<file path="src/rtl/im_loader_ctrl.sv">
// im_loader_ctrl: loads host words into instruction memory while holding the core in reset, then releases it.
module im_loader_ctrl #(
  parameter int DEPTH = 512,
  parameter int AW = 9
) (
  input  logic          clk,
  input  logic          rst,
  input  logic          i_start,
  input  logic [AW:0]   i_wcount,
  input  logic          i_abort,
  input  logic          i_host_valid,
  input  logic [31:0]   i_host_data,
  output logic          o_host_ready,
  output logic [3:0]    o_im_wen,
  output logic [AW-1:0] o_im_addr,
  output logic [31:0]   o_im_wdata,
  output logic          o_core_rst_n,
  output logic          o_busy,
  output logic          o_done,
  output logic          o_err
);
  typedef enum logic [1:0] {IDLE, LOAD, DRAIN, RUN} state_t;
  localparam logic [AW:0] MAXW = (AW+1)'(DEPTH);
  state_t state_q, state_d;
  logic [AW-1:0] idx_q, idx_d, addr_q, addr_d;
  logic [AW:0] cnt_q, cnt_d;
  logic [31:0] wdata_q, wdata_d;
  logic wen_q, wen_d, drn_q, drn_d, done_q, done_d, err_q, err_d, crn_q, crn_d;
  logic start_ok, hs, last;
  assign start_ok = (i_wcount != '0) && (i_wcount <= MAXW);
  assign o_host_ready = state_q == LOAD;
  assign o_busy = (state_q == LOAD) || (state_q == DRAIN);
  // abort beats a coincident handshake: the word is dropped
  assign hs = o_host_ready && i_host_valid && !i_abort;
  assign last = {1'b0, idx_q} == cnt_q - (AW+1)'(1);
  always_comb begin
    state_d = state_q;
    idx_d = idx_q;
    cnt_d = cnt_q;
    drn_d = drn_q;
    err_d = err_q;
    wen_d = hs;
    addr_d = hs ? idx_q : addr_q;
    wdata_d = hs ? i_host_data : wdata_q;
    case (state_q)
      IDLE, RUN: begin
        if (i_start && start_ok) begin
          state_d = LOAD;
          cnt_d = i_wcount;
          idx_d = '0;
          err_d = (state_q == IDLE) ? 1'b0 : err_q;
        end else if (i_start) begin
          err_d = 1'b1;
        end
      end
      LOAD: begin
        if (i_abort) begin
          state_d = IDLE;
          err_d = 1'b1;
        end else if (i_host_valid) begin
          state_d = last ? DRAIN : LOAD;
          drn_d = 1'b0;
          idx_d = last ? idx_q : idx_q + AW'(1);
        end
      end
      default: begin
        if (i_abort) begin
          state_d = IDLE;
          err_d = 1'b1;
        end else begin
          state_d = drn_q ? RUN : DRAIN;
          drn_d = 1'b1;
        end
      end
    endcase
    done_d = (state_q == DRAIN) && (state_d == RUN);
    crn_d = state_d == RUN;
  end
  always_ff @(posedge clk or posedge rst) begin
    if (rst) begin
      state_q <= IDLE;
      idx_q <= '0;
      cnt_q <= '0;
      addr_q <= '0;
      wdata_q <= '0;
      wen_q <= 1'b0;
      drn_q <= 1'b0;
      done_q <= 1'b0;
      err_q <= 1'b0;
      crn_q <= 1'b0;
    end else begin
      state_q <= state_d;
      idx_q <= idx_d;
      cnt_q <= cnt_d;
      addr_q <= addr_d;
      wdata_q <= wdata_d;
      wen_q <= wen_d;
      drn_q <= drn_d;
      done_q <= done_d;
      err_q <= err_d;
      crn_q <= crn_d;
    end
  end
  assign o_im_wen = {4{wen_q}};
  assign o_im_addr = addr_q;
  assign o_im_wdata = wdata_q;
  assign o_core_rst_n = crn_q;
  assign o_done = done_q;
  assign o_err = err_q;
endmodule

</file>
<file path="config.mk">
export PLATFORM = sky130hd
export DESIGN_NAME = im_loader_ctrl
export DESIGN_NICKNAME = d
export VERILOG_FILES = /design/src/rtl/im_loader_ctrl.sv
export SDC_FILE = /design/constraint.sdc
export NUM_CORES = 1
export LEC_CHECK = 0
export ABC_AREA = 1
export CAP_MARGIN = 10
export CORE_ASPECT_RATIO = 1.4
export CORE_UTILIZATION = 40
export DETAILED_ROUTE_END_ITERATION = 8
export GPL_TIMING_DRIVEN = 1
export PLACE_DENSITY = 0.82
export RECOVER_POWER = 100
export SETUP_SLACK_MARGIN = 0.02
export SYNTH_ARGS = -nofsm -noshare
export SYNTH_HDL_FRONTEND = slang
export SYNTH_SLANG_ARGS = --single-unit
export TNS_END_PERCENT = 30
</file>
<file path="constraint.sdc">
create_clock -name clk -period 3.1 [get_ports clk]
set_clock_uncertainty 0.15 [all_clocks]
set_input_delay 0.775 -clock clk [delete_from_list [all_inputs] [get_ports clk]]
set_output_delay 0.775 -clock clk [all_outputs]
set_load 0.005 [all_outputs]
</file>
==> metrics.log <==
INFO  metric unrepaired_setup_endpoints_after_global_routing = false
INFO  metric antenna_cells_inserted = 0
INFO  metric area_delta_synth_final = 37.9%
INFO  metric via_count = 2888
INFO  metric top_cells_by_count_synth = sky130_fd_sc_hd__nand2_1, sky130_fd_sc_hd__dfrtp_1, sky130_fd_sc_hd__inv_1
INFO  metric cts_made_buffers = 9
INFO  metric cts-root-buf = sky130_fd_sc_hd__clkbuf_8
INFO  metric grt.overflow.total = 0
INFO  metric worstSetupEndpoint = o_busy
INFO  metric dieArea = 8450 um2
INFO  metric synth_edf_count = 0
INFO  metric critical_path.cell_chain = inv_1 -> ha_1 -> dlygate4sd3_1
INFO  metric hold_viol_final = 0
INFO  metric portion_of_synthesized_cell_area_occupied_by_the_leading_cell_type = 0.519
INFO  metric worst_path_dominant_cell_family = buffers and inverters
INFO  metric slowest_delay = 0.60 ns
INFO  metric drt-wirelength-per-cell = 12.7 um
INFO  metric min_path_type = register to register
INFO  metric postLayoutCellArea = 4450 um2
INFO  metric cp-startpoint = state_q[0]
INFO  metric power.leakage = 2.24 nW
INFO  metric cts_resized = 0
INFO  metric drtAntennaViolNets = 0
INFO  metric fin_worst_hold_slack = 0.327 ns
INFO  metric post-layout-total-power = 3.94 mW
INFO  metric switching_power_total = 1.43 mW
INFO  metric hold-path-cell-count = 2
INFO  metric die_width = 78.0 um
INFO  metric yosys_warnings = 0
INFO  metric detailed_place_hpwl = 5810 um
INFO  metric critPathCaptureType = output port
INFO  metric regToRegEndpoint = idx_q[5]
INFO  metric irDropWorstVdd = 515 uV
INFO  metric critical_path_arrival = 1.83 ns
INFO  metric crit_buf_inv = 2
INFO  metric cp_slowest_cell = sky130_fd_sc_hd__dlygate4sd3_1
INFO  metric clkTransAtPathRegs = 0.07 ns
INFO  metric syn_avg_cell_area = 7.88 um2
INFO  metric max-slew-margin-rel = -0.0664
INFO  metric route.final.wire_length = 7750 um
INFO  metric starting_density_of_the_core = 0.414
INFO  metric die-height = 108 um
INFO  metric cts_max_level = 3
INFO  metric antenna_violations_before_repair = 0
INFO  metric nNetsFinal = 561
INFO  metric ios = 97
INFO  metric synth.most_common_cell = sky130_fd_sc_hd__nand2_1
INFO  metric cts_tree = built
INFO  metric drt_pass1_iterations = 4
INFO  metric sw_frac_of_total = 0.363
INFO  metric avgViaCountPerCell = 4.73
INFO  metric post-route-drc-count = 0
INFO  metric globalRouteTotalUtil = 0.195
INFO  metric mappedNetlistNets = 463
INFO  metric post_cts_setup_bufs = 0
INFO  metric first_pass_grt_wire_length = 12800 um
INFO  metric floorplan.rows = 38
INFO  metric final_min_period_over_clock_period = 0.888
INFO  metric worstReg2RegStart = state_q[1]
INFO  metric post_route_cells_drive_above_1_share = 0.0626
INFO  metric place_ws = 0.293 ns
INFO  metric gpl.final_weighted_congestion = 0.892
INFO  metric synth.yosys.seq_area_share = 0.519
INFO  metric synth_cell_type_count = 26
INFO  metric final-setup-viol-count = 0
INFO  metric power.share.clock = 0.204
INFO  metric syn_area = 3230 um2
INFO  metric violations_in_the_final_reports = max-capacitance violations, max-slew violations
INFO  metric cell_internal_pwr = 2.51 mW
INFO  metric synth_largest_area_cell = sky130_fd_sc_hd__dfrtp_1
INFO  metric comb_power_share = 0.425
INFO  metric setup_tns = 0 ns
INFO  metric numClockSinks = 67
INFO  metric detailedRoute.firstIterationViolations = 203
INFO  metric synth-main-ff-cell = sky130_fd_sc_hd__dfrtp_1
INFO  metric maxCapViolCount = 1
INFO  metric layout_min_cycle_time = 2.75 ns
INFO  metric share_seq_of_total_power = 0.371
INFO  metric critPathRequiredTime = 2.17 ns
INFO  metric worst-r2r-cell-count = 15
INFO  metric crit_cells = 3
INFO  metric pwr_density_cell = 884 nW/um2
INFO  metric holdBufCountCts = 0
INFO  metric post_synth_inst_count = 410
INFO  metric critical_path_class = register to output port
INFO  metric fraction_of_synthesis_flops_using_an_asynchronous_set_or_reset_pin = 1.00
INFO  metric worstSetupStartpointType = register
INFO  metric critPathMaxFanout = 5
INFO  metric status = complete, but fails checks
INFO  metric ys_ff_latch = 67
INFO  metric cts.path.max_buffers = 2
INFO  metric insertion_delay = 0.34 ns
INFO  metric grt_max_degree = 68
INFO  metric grt_pass1_vias = 2852
INFO  metric tightestPinTransition = 1.60 ns
INFO  metric io_buffer_count = 96
INFO  metric dpl-instance-area = 4290 um2
INFO  metric fp.coreArea = 7800 um2
INFO  metric synth_top_cells_by_area = sky130_fd_sc_hd__dfrtp_1, sky130_fd_sc_hd__nand2_1, sky130_fd_sc_hd__inv_1
INFO  metric internal_reg_to_reg_setup_slack = 0.44 ns
INFO  metric pins_over_slew_limit = 68
INFO  metric fmax = 363 MHz
INFO  metric layout_setup_ws = 0.348 ns
==> routing by layer <==
layer | GRT usage | vias up | routed length (um)
met5 | 0 | - | 0
met4 | 0.0899 | 0 | 141
met3 | 0.0540 | 13 | 397
met2 | 0.351 | 76 | 4250
met1 | 0.212 | 1341 | 2960
li1 | - | 1458 | -
==> area by class of cell <==
| type | instances | area (um2) |
|---|---|---|
| clock buffer | 12 | 155 |
| fill | 709 | 3340 |
| tap | 100 | 125 |
| clock inverter | 2 | 60.1 |
| sequential | 67 | 1680 |
| timing repair buffer | 101 | 990 |
| inverter | 37 | 139 |
| multi-input combinational | 292 | 1310 |
==> placed cells by master (no fill, tap or decap), types with 3 or more instances in the layout <==
| cell | netlist | routed |
|---|---|---|
| sky130_fd_sc_hd__a21oi_1 | 4 | 4 |
| sky130_fd_sc_hd__clkbuf_8 | 0 | 11 |
| sky130_fd_sc_hd__clkdlybuf4s50_1 | 0 | 45 |
| sky130_fd_sc_hd__dfrtp_1 | 67 | 67 |
| sky130_fd_sc_hd__dlygate4sd3_1 | 0 | 51 |
| sky130_fd_sc_hd__ha_1 | 6 | 6 |
| sky130_fd_sc_hd__inv_1 | 34 | 35 |
| sky130_fd_sc_hd__nand2_1 | 177 | 179 |
| sky130_fd_sc_hd__nand2_2 | 6 | 4 |
| sky130_fd_sc_hd__nand3_1 | 13 | 14 |
| sky130_fd_sc_hd__nand4_1 | 3 | 3 |
| sky130_fd_sc_hd__nor2_1 | 31 | 32 |
| sky130_fd_sc_hd__nor2_2 | 6 | 6 |
| sky130_fd_sc_hd__nor3_1 | 3 | 5 |
| sky130_fd_sc_hd__o21ai_0 | 22 | 25 |
| sky130_fd_sc_hd__xor2_1 | 3 | 3 |
==> worst min path at each step <==
stage | start | end | slack [ns]
detailed placement | o_im_wdata[21] | o_im_wdata[21] | 0.31
global placement | o_im_wdata[28] | o_im_wdata[28] | 0.31
finish | o_im_wdata[21] | o_im_wdata[21] | 0.33
global route | o_im_wdata[21] | o_im_wdata[21] | 0.35
floorplan | drn_q | drn_q | 0.32
CTS | o_im_wdata[21] | o_im_wdata[21] | 0.33
==> cells by family after synthesis <==
group | Yosys count | synth area share
simple gates | 246 | 0.317
compound gates | 33 | 0.0527
buf+inv | 51 | 0.0674
xor+xnor | 5 | 0.0136
mux | 2 | 0.00697
flops | 67 | 0.519
fa+ha+maj | 6 | 0.0232
==> state kept, by name, indices dropped and copies added, names as in the netlist <==
| signal | count |
|---|---|
| drn_q | 1 |
| o_im_wdata | 32 |
| idx_q | 9 |
| o_core_rst_n | 1 |
| wen_q | 1 |
| o_err | 1 |
| o_done | 1 |
| o_im_addr | 9 |
| cnt_q | 10 |
| state_q | 2 |
==> worst min-delay path: cells and delay by family, from the launching register on <==
family / cells / cell delay, ns
DFF: 1 / 0.34
and+or+nand+nor: 2 / 0.10
==> per-stage QoR <==
stage | util | instances
5_1_grt | 0.571 | 611
6_report | 0.571 | 611
2_1_floorplan | - | 410
3_5_place_dp | 0.550 | 597
3_3_place_gp | 0.550 | 597
4_1_cts | 0.578 | 611
==> power by group through the flow <==
stage	Combinational (mW)	Sequential (mW)	Clock (mW)
2_1_floorplan	0.991	1.46	0
3_3_place_gp	1.77	1.48	0
3_5_place_dp	1.83	1.48	0
4_1_cts	1.83	1.48	0.827
5_1_grt	1.90	1.51	0.859
6_report	1.67	1.46	0.802
No activity file was read; power rests on OpenSTA's default activity.
